**src/rtl/iir_pkg.sv**
```systemverilog
// rtl/iir_pkg.sv - shared types, Q-format defaults and fixed-point helpers for the IIR blocks
package iir_pkg;

    typedef enum logic [2:0] {
        ST_IDLE,
        ST_MUL_A1,
        ST_MUL_B1,
        ST_MUL_INV,
        ST_OUT
    } state_t;

    localparam int Q_LEN  = 17;
    localparam int Q_FRAC = 16;

    // Move a value between fractional widths; right shifts truncate toward -inf.
    function automatic logic signed [63:0] fxp_align(
        input logic signed [63:0] v,
        input int                 frac_from,
        input int                 frac_to
    );
        if (frac_to >= frac_from)
            return v <<< (frac_to - frac_from);
        else
            return v >>> (frac_from - frac_to);
    endfunction

    // Clamp to the signed range of a len-bit word.
    function automatic logic signed [63:0] fxp_sat(
        input logic signed [63:0] v,
        input int                 len
    );
        logic signed [63:0] hi;
        logic signed [63:0] lo;
        hi = (64'sd1 <<< (len - 1)) - 64'sd1;
        lo = -(64'sd1 <<< (len - 1));
        if (v > hi)
            return hi;
        else if (v < lo)
            return lo;
        else
            return v;
    endfunction

endpackage

```
**src/rtl/fxp_mult_trunc.sv**
```systemverilog
// rtl/fxp_mult_trunc.sv - signed multiply, truncate to target fraction, saturate to target width
module fxp_mult_trunc
    import iir_pkg::*;
#(
    parameter int A_LEN    = Q_LEN,
    parameter int A_FRAC   = Q_FRAC,
    parameter int B_LEN    = Q_LEN,
    parameter int B_FRAC   = Q_FRAC,
    parameter int OUT_LEN  = Q_LEN,
    parameter int OUT_FRAC = Q_FRAC
) (
    input  logic signed [A_LEN-1:0]   a,
    input  logic signed [B_LEN-1:0]   b,
    output logic signed [OUT_LEN-1:0] p
);

    // Full-precision product; nothing is lost before the alignment shift.
    logic signed [A_LEN+B_LEN-1:0] full;

    assign full = a * b;
    assign p    = OUT_LEN'(fxp_sat(fxp_align(64'(full), A_FRAC + B_FRAC, OUT_FRAC), OUT_LEN));

endmodule

```
**src/rtl/iir_inverse_filter.sv**
```systemverilog
// rtl/iir_inverse_filter.sv - first-order inverse IIR filter on one time-shared multiplier
module iir_inverse_filter
    import iir_pkg::*;
#(
    parameter int WORD_LEN_IN     = Q_LEN,
    parameter int WORD_FRAC_IN    = Q_FRAC,
    parameter int WORD_LEN_OUT    = Q_LEN,
    parameter int WORD_FRAC_OUT   = Q_FRAC,
    parameter int WORD_LEN_COEF   = Q_LEN,
    parameter int WORD_FRAC_COEF  = Q_FRAC,
    parameter int WORD_LEN_INTER  = Q_LEN,
    parameter int WORD_FRAC_INTER = Q_FRAC
) (
    input  logic                             clk,
    input  logic                             reset,
    input  logic                             clear,
    input  logic signed [WORD_LEN_IN-1:0]    y,
    input  logic                             in_valid,
    output logic                             in_ready,
    input  logic signed [WORD_LEN_COEF-1:0]  a1,
    input  logic signed [WORD_LEN_COEF-1:0]  b1,
    input  logic signed [WORD_LEN_COEF-1:0]  b0_inv,
    output logic signed [WORD_LEN_OUT-1:0]   x_hat,
    output logic                             out_valid
);

    localparam int L = WORD_LEN_INTER;

    state_t state;
    state_t next_state;

    logic signed [WORD_LEN_IN-1:0]   y_lat;
    logic signed [WORD_LEN_IN-1:0]   y_prev;
    logic signed [WORD_LEN_COEF-1:0] a1_lat;
    logic signed [WORD_LEN_COEF-1:0] b1_lat;
    logic signed [WORD_LEN_COEF-1:0] b0_inv_lat;
    logic signed [L-1:0]             acc;
    logic signed [L-1:0]             res;
    logic signed [L-1:0]             x_prev;
    logic signed [WORD_LEN_OUT-1:0]  x_hat_q;

    logic signed [WORD_LEN_COEF-1:0] mult_a;
    logic signed [L-1:0]             mult_b;
    logic signed [L:0]               mult_p;

    logic signed [L-1:0]             y_inter;
    logic signed [L-1:0]             y_prev_inter;
    logic signed [L-1:0]             acc_minus;
    logic signed [L-1:0]             res_next;
    logic signed [WORD_LEN_OUT-1:0]  res_out;
    logic                            accept;

    assign accept = in_valid && in_ready;

    // Format conversions and the saturating subtract, all in a wide intermediate.
    assign y_inter      = L'(fxp_sat(fxp_align(64'(y), WORD_FRAC_IN, WORD_FRAC_INTER), L));
    assign y_prev_inter = L'(fxp_sat(fxp_align(64'(y_prev), WORD_FRAC_IN, WORD_FRAC_INTER), L));
    assign acc_minus    = L'(fxp_sat(64'(acc) - 64'(mult_p), L));
    assign res_next     = L'(fxp_sat(64'(mult_p), L));
    assign res_out      = WORD_LEN_OUT'(fxp_sat(fxp_align(64'(res), WORD_FRAC_INTER, WORD_FRAC_OUT),
                                                WORD_LEN_OUT));

    // Product kept one bit wider than INTER so the subtract sees the unclamped magnitude.
    fxp_mult_trunc #(
        .A_LEN    (WORD_LEN_COEF),
        .A_FRAC   (WORD_FRAC_COEF),
        .B_LEN    (L),
        .B_FRAC   (WORD_FRAC_INTER),
        .OUT_LEN  (L + 1),
        .OUT_FRAC (WORD_FRAC_INTER)
    ) u_mult (
        .a (mult_a),
        .b (mult_b),
        .p (mult_p)
    );

    // Steer the single multiplier according to the current step.
    always_comb begin
        mult_a = b0_inv_lat;
        mult_b = acc;
        case (state)
            ST_MUL_A1: begin
                mult_a = a1_lat;
                mult_b = y_prev_inter;
            end
            ST_MUL_B1: begin
                mult_a = b1_lat;
                mult_b = x_prev;
            end
            default: ;
        endcase
    end

    // State register.
    always_ff @(posedge clk or posedge reset) begin
        if (reset)
            state <= ST_IDLE;
        else
            state <= next_state;
    end

    // Next-state logic; clear aborts any sample in flight.
    always_comb begin
        next_state = state;
        if (clear) begin
            next_state = ST_IDLE;
        end else begin
            case (state)
                ST_IDLE:    if (accept) next_state = ST_MUL_A1;
                ST_MUL_A1:  next_state = ST_MUL_B1;
                ST_MUL_B1:  next_state = ST_MUL_INV;
                ST_MUL_INV: next_state = ST_OUT;
                ST_OUT:     next_state = ST_IDLE;
                default:    next_state = ST_IDLE;
            endcase
        end
    end

    // Handshake outputs; a clear cycle neither accepts nor emits a sample.
    always_comb begin
        in_ready  = (state == ST_IDLE) && !clear;
        out_valid = (state == ST_OUT) && !clear;
        x_hat     = out_valid ? res_out : x_hat_q;
    end

    // Datapath: latch at acceptance, accumulate per step, commit history on output.
    always_ff @(posedge clk or posedge reset) begin
        if (reset) begin
            y_lat      <= '0;
            y_prev     <= '0;
            a1_lat     <= '0;
            b1_lat     <= '0;
            b0_inv_lat <= '0;
            acc        <= '0;
            res        <= '0;
            x_prev     <= '0;
            x_hat_q    <= '0;
        end else if (clear) begin
            y_prev <= '0;
            x_prev <= '0;
        end else begin
            case (state)
                ST_IDLE: begin
                    if (accept) begin
                        y_lat      <= y;
                        a1_lat     <= a1;
                        b1_lat     <= b1;
                        b0_inv_lat <= b0_inv;
                        acc        <= y_inter;
                    end
                end
                ST_MUL_A1:  acc <= acc_minus;
                ST_MUL_B1:  acc <= acc_minus;
                ST_MUL_INV: res <= res_next;
                ST_OUT: begin
                    x_hat_q <= res_out;
                    y_prev  <= y_lat;
                    x_prev  <= res;
                end
                default: ;
            endcase
        end
    end

endmodule
```
**config.mk**
```make
export PLATFORM = sky130hd
export DESIGN_NAME = iir_inverse_filter
export DESIGN_NICKNAME = d
export VERILOG_FILES = /design/src/rtl/iir_pkg.sv /design/src/rtl/fxp_mult_trunc.sv /design/src/rtl/iir_inverse_filter.sv
export SDC_FILE = /design/constraint.sdc
export NUM_CORES = 1
export LEC_CHECK = 0
export ABC_AREA = 1
export CORE_MARGIN = 1
export CORE_UTILIZATION = 30
export CTS_BUF_LIST = sky130_fd_sc_hd__clkbuf_4 sky130_fd_sc_hd__clkbuf_8 sky130_fd_sc_hd__clkbuf_16
export DETAILED_ROUTE_END_ITERATION = 16
export GPL_TIMING_DRIVEN = 0
export PLACE_DENSITY = 0.57
export SLEW_MARGIN = 5
export SYNTH_ARGS = -nofsm -noshare
export SYNTH_HDL_FRONTEND = slang
export SYNTH_SLANG_ARGS = --single-unit
```
**constraint.sdc**
```tcl
create_clock -name clk -period 9.9 [get_ports clk]
set_clock_uncertainty 0.05 [all_clocks]
set_input_delay 1.485 -clock clk [delete_from_list [all_inputs] [get_ports clk]]
set_output_delay 1.485 -clock clk [all_outputs]
set_load 0.01 [all_outputs]
```
Word-level counts from Yosys, hierarchy flattened
Index checks and enable logic that the tools add are counted.
{ "word_totals": {"reg_bits": 156, "input_bits": 72, "out_inout_bits": 19} }
{ "classes": {"n_addsub": 1, "n_mul": 1, "magnitude_cmp": 12, "eq_ne": 6, "muxes": 24, "bitwise_logic": 1, "reduce_logical": 12} }
{ "ops": {"columns": ["cell", "n"], "rows": [
  ["$mux 17", 16],
  ["$pmux 17 s2", 3],
  ["$gt 17x17->1 const B", 3],
  ["$lt 17x17->1 const B", 3],
  ["$mux 18", 2],
  ["$mul 17x17->34", 1],
  ["$gt 19x17->1 const B", 1],
  ["$lt 19x17->1 const B", 1],
  ["$sub 17x18->19", 1],
  ["$gt 18x17->1 const B", 1],
  ["$gt 18x18->1 const B", 1],
  ["$lt 18x17->1 const B", 1],
  ["$lt 18x18->1 const B", 1],
  ["$pmux 3 s4", 1],
  ["$eq 3x2->1 const B", 2],
  ["$mux 3", 2],
  ["$reduce_and 3->1", 2],
  ["$reduce_and 2->1", 2],
  ["$reduce_bool 2->1", 2],
  ["$eq 3x1->1 const B", 1],
  ["$eq 3x3->1 const B", 1],
  ["$logic_and 1x1->1", 3],
  ["$logic_not 3->1", 1],
  ["$ne 3x3->1 const B", 1],
  ["other kinds (4)", 4]
]} }

Logic depth before layout (Yosys ltp)
Gate-level depths: netlist (run 1).
{ "depth": {"ltp_word": 13, "ltp_mapped": 52, "mapped_depth_nobuf": 50} }

Cells and area by module
From an unflattened synthesis (run 1), not the netlist that was laid out.
{ "unflattened": {"cells_unflattened": 2650, "area_unflattened_um2": 20009.2} }
{ "by_module_without_submodules": {"columns": ["mod", "n_inst", "cells_per_inst", "area_per_inst_um2"], "rows": [
  ["fxp_mult_trunc", 1, 1648, 11985.2],
  ["iir_inverse_filter", 1, 1002, 8023.9]
]} }

Worst setup path before layout (run 1)
No wires, ideal clock.
{ "synth_path": {"path_kind": "reg-to-reg", "from": "reg state[0]", "to": "reg acc[10]", "setup_time_ns": 0.117, "arrival_ns": 7.864, "slack_ns": 1.869, "path_stages_with_launch": 47, "period_less_slack_ns": 8.031, "path_cell_list": "dfrtp_1 -> nor2_2 -> nand2_2 -> nand2_1 -> inv_2 -> buf_2 -> a21oi_1 -> clkbuf_1 -> nor2_1 -> fa_1 -> inv_1 -> fa_1 -> fa_1 -> inv_1 -> fa_1 -> fa_1 -> inv_1 -> fa_1 -> [11 not listed] -> inv_1 -> ha_1 -> nand2_1 -> nor3_1 -> a21oi_1 -> o21ai_2 -> nand3_1 -> nand2_1 -> nand2_1 -> nand2_1 -> nand3_1 -> nand2_1 -> nand2_1 -> inv_1 -> buf_2 -> nand2_1 -> nand2_1 -> nand2_1"} }
{ "synth_via": {"elab_chain_cells": 11, "word_cells_on_any_way": 22, "classes_between": "1 x add/sub; 1 x mul; 4 x order compare; 3 x eq/ne; 7 x mux; 6 x reduce/logical"} }
{ "synth_lines": {"columns": ["item", "line_no", "rtl"], "rows": [
  ["start: declaration", "iir_inverse_filter.sv:29", "state_t state;"],
  ["start signal: assignment", "iir_inverse_filter.sv:99", "state <= next_state;"],
  ["$eq 3x2->1 / $eq 3x1->1 (equally long branches)", "iir_inverse_filter.sv:81, iir_inverse_filter.sv:142", null],
  ["$pmux 17 s2", "iir_inverse_filter.sv:81", "case (state)"],
  ["$mul 17x17->34", "fxp_mult_trunc.sv:20", "assign full = a * b;"],
  ["$lt 18x18->1", "iir_pkg.sv:38", "else if (v < lo)"],
  ["$mux 18", "iir_pkg.sv:38", null],
  ["$mux 18", "iir_pkg.sv:36", "if (v > hi)"],
  ["$sub 17x18->19", "iir_inverse_filter.sv:58", "assign acc_minus = L'(fxp_sat(64'(acc) - 64'(mult_p), L));"],
  ["$lt 19x17->1", "iir_pkg.sv:38", null],
  ["$mux 17", "iir_pkg.sv:38", null],
  ["$mux 17", "iir_pkg.sv:36", null],
  ["$pmux 17 s2", "iir_inverse_filter.sv:142", "case (state)"],
  ["end signal: assignment", "iir_inverse_filter.sv:149", "acc <= y_inter;"],
  ["end signal: assignment", "iir_inverse_filter.sv:152", "ST_MUL_A1: acc <= acc_minus;"],
  ["end signal: assignment", "iir_inverse_filter.sv:153", "ST_MUL_B1: acc <= acc_minus;"],
  ["end: declaration", "iir_inverse_filter.sv:37", "logic signed [L-1:0] acc;"]
]} }
Several ways; a longest one is shown, not always the timed one.
A chain may end at the register's enable or synchronous reset.

Worst setup path in the final report (run 1)
{ "layout_path": {"from": "reg state[2]", "to": "reg acc[2]"} }
The elaborated chain is that of the path after synthesis.

==> flow_summary.json, run 1 <==
{
  "period_share": 0.956,
  "fp.dieW_um": 251,
  "worstSetupStartpointType": "flip-flop",
  "worstPathArrival_ns": 9.74,
  "slowest_delay_ns": 0.56,
  "maxCapViolCount": 0,
  "gp_congestion": 0.922,
  "place_ws_ns": -0.728,
  "status": "finished, final reports clean",
  "drive_above_1_share": 0.0905,
  "synthDistinctLibCells": 38,
  "area_growth_syn_to_layout_pct": 17.7,
  "rows": 90,
  "synth-seq-area-share": 0.211,
  "synth_nets": 2722,
  "grt_pass1_wl_um": 89100,
  "synth_edf_count": 0,
  "grt_pass1_vias": 15583,
  "clockBufferDepth": 2,
  "cts_root_buf": "clkbuf_16",
  "ant_nets": 0,
  "reg2reg_slack_ns": 0.43,
  "cpMostUsedCell": "nand2_1",
  "ys_warn_count": 0,
  "dr.pass1.iters": 6,
  "ys.flop_type": "dfrtp_1",
  "vias": 15256,
  "chipHeight_um": 251,
  "holdWs_ns": 0.427,
  "worst_pin_slew_ns": 0.672,
  "hold_buffers": 0,
  "slew_violations": 0,
  "placed_area_mm2": 0.0204,
  "cp_slowest_cell": "fa_1",
  "grt_max_degree": 115,
  "wl_per_cell_um": 17.9,
  "relSlewSlack": 0.550,
  "ioPinCount": 91,
  "ys_ff_latch": 156,
  "clkSlewWorstSetupHoldPaths_ns": 0.06,
  "coreArea_mm2": 0.0607,
  "cts.sinks": 156,
  "grtUsageTotal": 0.185,
  "cts_tree": "done",
  "routed_wl_um": 57000,
  "cts_made_buffers": 17,
  "insertion_delay_ns": 0.44,
  "htree_levels": 4,
  "setup_ws_ns": 0.433,
  "die_area_mm2": 0.0628,
  "async_flop_share": 1.00,
  "drc_errors": 0,
  "fill_cells": 6270,
  "antennaDiodeCount": 0,
  "avgSynthCellArea_um2": 8.22,
  "setup-tns-final_ns": 0,
  "overflow": 0,
  "nets": 2862,
  "dp_hpwl_um": 47600,
  "cp-end-kind": "flip-flop",
  "cp.required_ns": 10.17,
  "antenna_found_initial": 0,
  "crit_fanout": 10,
  "design_area_mm2": 0.0218,
  "initial_core_util": 0.305,
  "final_hold_viol_count": 0,
  "fmax_mhz": 106,
  "hold_class": "flip-flop to flip-flop",
  "syn_inst": 2255,
  "min_period_ns": 9.47,
  "via_per_inst": 4.78,
  "io_buffers": 90,
  "initialDrtViolationCount": 1028,
  "critPathKind": "flip-flop to flip-flop",
  "synthesis.area_mm2": 0.0185,
  "setup_viol": 0
}
[sequential cells by signal, summed over array words and instances, names as in the netlist]
signal,cells
b1_lat,17
y_prev,17
acc,17
y_lat,17
x_hat_q,17
state,3
a1_lat,17
b0_inv_lat,17
x_prev,17
res,17
[critical path, delay by kind of cell (launching register included)]
family,cells,cell delay [ns]
compound gates,9,2.17
fa+ha+maj,8,3.72
buf+inv,9,1.28
flops,1,0.43
simple gates,12,1.66
[kinds of logic after synthesis]
logic type               count (synthesis)  share of synthesized area
AO/OA/AOI/OAI                          311                     0.0959
adder cells (fa/ha/maj)                395                      0.387
flip-flops                             156                      0.211
AND/OR/NAND/NOR                        734                      0.156
XOR/XNOR                                32                     0.0151
multiplexers                            20                     0.0122
buffers and inverters                  607                      0.123
[synth_stat cells, types with 2 or more instances]
master | n | area [um^2]
a211oi_1 | 2 | 15.0
a21boi_0 | 2 | 15.0
a21o_1 | 5 | 37.5
a21oi_1 | 127 | 636
a21oi_2 | 19 | 166
a21oi_4 | 2 | 32.5
a31oi_1 | 8 | 50.1
and3_1 | 2 | 12.5
buf_1 | 8 | 30.0
buf_2 | 5 | 25.0
clkbuf_1 | 50 | 188
clkinv_1 | 10 | 37.5
dfrtp_1 | 156 | 3900
fa_1 | 296 | 5930
ha_1 | 99 | 1240
inv_1 | 527 | 1980
inv_2 | 7 | 26.3
mux2_2 | 20 | 225
nand2_1 | 415 | 1560
nand2_2 | 9 | 56.3
nand3_1 | 35 | 175
nand3_2 | 3 | 30.0
nand3b_1 | 2 | 15.0
nand4_1 | 5 | 31.3
nor2_1 | 244 | 916
nor3_1 | 11 | 55.1
nor4_1 | 4 | 25.0
o21a_1 | 3 | 22.5
o21ai_0 | 87 | 435
o21ai_2 | 2 | 17.5
o21bai_1 | 4 | 30.0
o22ai_1 | 47 | 294
o311ai_0 | 2 | 17.5
or2_2 | 3 | 18.8
xnor2_1 | 15 | 131
xor2_1 | 17 | 149
[layout make-up]
cell class              instances  area [um^2]  area share
repair buffers                123         1280      0.0587
inverters                     544         2090      0.0956
multi-input cells            1493        12700       0.581
plain buffers                  60          307      0.0140
clock inverters                 9         85.1     0.00390
flip-flops and latches        156         3900       0.179
clock buffers                  23          495      0.0227
well taps                     782          978      0.0448
[path summary, 6_finish.rpt]
kind	start	end	cells past startpoint
max	state[2]	acc[2]	38
min	y_lat[2]	y_prev[2]	2
max reg2reg	state[2]	acc[2]	38
min reg2reg	y_lat[2]	y_prev[2]	2
max in group asynchronous	reset	res[5]	3
min in group asynchronous	reset	a1_lat[3]	2
[routing by layer]
layer / part of all wire / routed length, um / global-route usage
met5: 0 / 0 / 0
met1: 0.44 / 25000 / 0.252
met4: 0.018 / 1030 / 0.0440
met2: 0.49 / 27900 / 0.308
met3: 0.053 / 3040 / 0.0266
[per-stage QoR]
stage,utilization,std cells
final,0.360,3190
after global routing,0.360,3190
after CTS,0.349,3158
after detailed placement,0.337,3128
after global placement,0.336,3127
after floorplan,-,2255
[cells in the final DEF (no fill, tap or decap), types with 13 or more instances in the layout]
cell             Yosys  routed
inv_1              527     518
nand2_1            415     413
fa_1               296     294
nor2_1             244     243
dfrtp_1            156     156
a21oi_1            127     107
ha_1                99      99
clkdlybuf4s50_1      0      90
o21ai_0             87      85
o22ai_1             47      43
nand3_1             35      35
clkbuf_1            50      26
buf_4                0      26
a21oi_4              2      23
mux2_2              20      20
a21oi_2             19      19
clkbuf_16            0      17
clkbuf_2             0      15
xnor2_1             15      14
xor2_1              17      13
[timing repair]
action                     in CTS  in global routing
pin swaps                       0                 13
setup endpoints to repair      17                 17
buffers inserted                0                 32
hold endpoints to repair        0                  0
cloned                          0                  1
gates resized for setup        39                106
Power of run 1 is left out: the tool's default activity adds up to more than one toggle a clock period on the data nets, which glitch-free logic cannot reach.
==> run 2: changes to the inputs <==
==> constraint.sdc (replaced) <==
create_clock -name clk -period 10.9 [get_ports clk]
set_clock_uncertainty 0.05 [all_clocks]
set_input_delay 1.635 -clock clk [delete_from_list [all_inputs] [get_ports clk]]
set_output_delay 1.635 -clock clk [all_outputs]
set_load 0.01 [all_outputs]
==> flow_summary.json, run 2 (synthesis results as in run 1) <==
{
  "status": "finished, final reports clean",
  "coreArea_mm2": 0.0607,
  "cts_setup_buffers": 0,
  "clockBufferDepth": 2,
  "via_per_inst": 4.78,
  "cts_root_buf": "clkbuf_16",
  "grtUsageTotal": 0.185,
  "hold_buffers": 0,
  "cts.sinks": 156,
  "initialDrtViolationCount": 1174,
  "timing.rr.start": "state[2]",
  "worstSetupStartpointType": "flip-flop",
  "fmax_mhz": 97.0,
  "reg2reg_slack_ns": 0.59,
  "hold_class": "flip-flop to flip-flop",
  "io_buffers": 90,
  "slew_violations": 0,
  "r2r_end": "acc[2]",
  "chipHeight_um": 251,
  "grt_pass1_vias": 15564,
  "cp_slowest_cell": "a21oi_2",
  "grt_pass1_wl_um": 89100,
  "ant_nets": 0,
  "antenna_found_initial": 0,
  "gp_congestion": 0.922,
  "min_period_ns": 10.31,
  "drc_errors": 0,
  "routed_wl_um": 56500,
  "area_growth_syn_to_layout_pct": 13.7,
  "clkSlewWorstSetupHoldPaths_ns": 0.06,
  "final_common_cell": "inv_1",
  "cpMostUsedCell": "nand2_1",
  "grt_max_degree": 115,
  "crit_end": "acc[2]",
  "critical_path_buf_inv_count": 12,
  "final_hold_viol_count": 0,
  "cts_tree": "done",
  "final_cell_mix": "inv_1, nand2_1, fa_1",
  "worstPathArrival_ns": 10.59,
  "antennaDiodeCount": 0,
  "holdWs_ns": 0.430,
  "die_area_mm2": 0.0628,
  "cp_num_cells": 45,
  "crit_fanout": 10,
  "cp-end-kind": "flip-flop",
  "ioPinCount": 91,
  "ff2ff_path_depth": 45,
  "nets": 2832,
  "wl_per_cell_um": 17.9,
  "cp.required_ns": 11.17,
  "fp.dieW_um": 251,
  "setup_viol": 0,
  "setup.worst_path.start": "state[2]",
  "htree_levels": 4,
  "rows": 90,
  "setup-tns-final_ns": 0,
  "cts_made_buffers": 17,
  "slowest_delay_ns": 0.67,
  "initial_core_util": 0.305,
  "cp_top_family": "adder cells",
  "insertion_delay_ns": 0.44,
  "period_share": 0.946,
  "dp_hpwl_um": 47600,
  "maxCapViolCount": 0,
  "setup_ws_ns": 0.586,
  "relSlewSlack": 0.125,
  "vias": 15108,
  "place_ws_ns": 0.272,
  "drive_above_1_share": 0.0496,
  "cts_resized": 0,
  "overflow": 0,
  "worst_pin_slew_ns": 1.31,
  "rsz0062_at_grt": "false",
  "dr.pass1.iters": 5,
  "critPathKind": "flip-flop to flip-flop"
}
[run 2: cell types whose count changed in the layout (fill, tap and decap cells not counted), sizes merged]
cell      change
buf          -35
inv           +4
clkinv        +2
a21oi         -1
clkinvlp      -6
clkbuf        +6
[run 2: worst min-delay path by stage]
stage / startpoint / endpoint / slack [ns] / depth (start not counted)
after floorplan: y_lat[2] / y_prev[2] / 0.39 / 2
after global placement: y_lat[2] / y_prev[2] / 0.41 / 2
after detailed placement: y_lat[2] / y_prev[2] / 0.42 / 2
after CTS: y_lat[2] / y_prev[2] / 0.43 / 2
after global routing: y_lat[11] / y_prev[11] / 0.46 / 2
final: y_lat[2] / y_prev[2] / 0.43 / 2
[run 2: final cells by class]
cell class	count	area, um^2
buffer	63	245
timing repair buffer	91	928
tap	782	978
multi-input combinational	1492	12400
clock inverter	9	85.1
sequential	156	3900
fill	6322	39600
inverter	544	2060
clock buffer	23	495
[run 2: worst register-to-register path: cells and delay by family, from the launching register on]
family	cells	cell delay, ns
fa+ha+maj	8	3.87
buf+inv	12	2.02
compound gates	7	1.88
simple gates	17	1.71
flops	1	0.42
xor+xnor	1	0.29
[run 2: metrics by stage]
| step | instances | instance area, um^2 | util |
|---|---|---|---|
| finish | 3160 | 21100 | 0.347 |
| global route | 3160 | 21100 | 0.347 |
| global placement | 3127 | 20400 | 0.336 |
| detailed placement | 3128 | 20400 | 0.337 |
| CTS | 3160 | 21000 | 0.346 |
| floorplan | 2255 | 18500 | - |
[run 2: layer usage]
metal,track usage,wire [um]
met1,0.253,24700
met2,0.307,27400
met3,0.0268,3160
met4,0.0450,1190
met5,0,0
Power of run 2 is left out for the same reason.
==> run 3: changes to the inputs <==
--- a/config.mk
+++ b/config.mk
@@ -6,6 +6,7 @@
 export NUM_CORES = 1
 export LEC_CHECK = 0
 export ABC_AREA = 1
+export CORE_ASPECT_RATIO = 0.9
 export CORE_MARGIN = 1
 export CORE_UTILIZATION = 30
 export CTS_BUF_LIST = sky130_fd_sc_hd__clkbuf_4 sky130_fd_sc_hd__clkbuf_8 sky130_fd_sc_hd__clkbuf_16
==> flow_summary.json, run 3 (synthesis results as in run 1) <==
{
  "grt_pass1_wl_um": 88000,
  "dp_hpwl_um": 46700,
  "status": "finished, final reports clean",
  "htree_levels": 4,
  "die_area_mm2": 0.0628,
  "cp.required_ns": 11.18,
  "setup_viol": 0,
  "rows": 86,
  "setup.worst_path.start": "state[1]",
  "cp-end-kind": "flip-flop",
  "crit_fanout": 10,
  "timing.rr.start": "state[1]",
  "clockBufferDepth": 2,
  "hold_depth": 2,
  "slowest_delay_ns": 0.57,
  "setup-tns-final_ns": 0,
  "cp_slowest_cell": "clkbuf_1",
  "fmax_mhz": 97.7,
  "r2r_end": "acc[2]",
  "cts_made_buffers": 17,
  "antenna_found_initial": 0,
  "slew_violations": 0,
  "relSlewSlack": 0.101,
  "cts_tree": "done",
  "grt_max_degree": 112,
  "critPathKind": "flip-flop to flip-flop",
  "fill_cells": 6402,
  "gp_congestion": 0.933,
  "cts.sinks": 156,
  "initialDrtViolationCount": 1156,
  "utilization": 0.344,
  "io_buffers": 90,
  "place_inst": 3138,
  "drive_above_1_share": 0.0496,
  "chipHeight_um": 238,
  "placed_area_mm2": 0.0205,
  "rsz0062_at_grt": "false",
  "design_area_mm2": 0.0210,
  "fin_cells": 3170,
  "ff2ff_path_depth": 46,
  "grt_pass1_vias": 15636,
  "fp.dieW_um": 264,
  "insertion_delay_ns": 0.44,
  "overflow": 0,
  "ant_nets": 0,
  "min_period_ns": 10.24,
  "cpMostUsedCell": "nand2_1",
  "cts_setup_buffers": 0,
  "grtUsageTotal": 0.181,
  "worstPathArrival_ns": 10.52,
  "via_per_inst": 4.75,
  "final_hold_viol_count": 0,
  "final_cell_mix": "inv_1, nand2_1, fa_1",
  "maxCapViolCount": 0,
  "period_share": 0.939,
  "reg2reg_slack_ns": 0.66,
  "routed_wl_um": 54600,
  "antennaDiodeCount": 0,
  "cts_root_buf": "clkbuf_16",
  "hold_class": "flip-flop to flip-flop",
  "clkSlewWorstSetupHoldPaths_ns": 0.07,
  "worst_pin_slew_ns": 1.35,
  "final_common_cell": "inv_1",
  "dr.pass1.iters": 5,
  "crit_end": "acc[2]",
  "drc_errors": 0,
  "worstSetupStartpointType": "flip-flop",
  "area_growth_syn_to_layout_pct": 13.6,
  "initial_core_util": 0.303,
  "wl_per_cell_um": 17.2,
  "coreArea_mm2": 0.0611,
  "vias": 15058,
  "nets": 2832,
  "ioPinCount": 91
}
-- run 3: changes by cell type in the layout (fill, tap and decap cells not counted), moves of 2 or more --
cell,delta
clkinvlp_4,-2
inv_6,+3
clkbuf_8,-4
clkinv_4,+2
clkinv_2,+2
clkbuf_4,-2
-- run 3: final cells by class --
| cell class | count | area [um^2] | share of cell area |
|---|---|---|---|
| inverters | 544 | 2050 | 0.0976 |
| repair buffers | 91 | 928 | 0.0441 |
| flip-flops and latches | 156 | 3900 | 0.185 |
| clock buffers | 17 | 425 | 0.0202 |
| multi-input cells | 1492 | 12400 | 0.588 |
| clock inverters | 15 | 113 | 0.00535 |
| well taps | 792 | 991 | 0.0471 |
| plain buffers | 63 | 246 | 0.0117 |
-- run 3: worst min-delay path by stage --
| stage | startpoint | to | slack (ns) |
|---|---|---|---|
| after detailed placement | res[11] | res[11] | 0.42 |
| after global placement | res[11] | res[11] | 0.42 |
| final | res[11] | res[11] | 0.44 |
| after floorplan | y_lat[2] | y_prev[2] | 0.39 |
| after global routing | res[1] | res[1] | 0.46 |
| after CTS | res[11] | res[11] | 0.43 |
-- run 3: critical path: cells and delay by family (launching register included) --
family,cells,cell delay (ns)
fa+ha+maj,8,3.89
compound gates,6,1.70
buf+inv,13,1.88
flops,1,0.40
simple gates,18,1.98
xor+xnor,1,0.24
-- run 3: per-stage QoR --
step,hold slack [ns],setup slack (ns)
2_1_floorplan,0.392,2.87
3_3_place_gp,0.421,0.496
3_5_place_dp,0.419,0.399
4_1_cts,0.434,0.368
5_1_grt,0.459,0.0188
6_report,0.436,0.659
-- run 3: what timing repair did --
| action | CTS | global route |
|---|---|---|
| hold buffers | 0 | 0 |
| endpoints found under the setup margin | 0 | 14 |
| gates resized for setup | 0 | 16 |
-- run 3: per-layer routing --
layer,up-vias,GRT usage,wire [um]
met3,50,0.0272,3200
li1,7007,-,-
met2,414,0.286,24900
met4,0,0.0317,878
met5,-,0,0
met1,7587,0.264,25600
Power of run 3 is left out for the same reason.
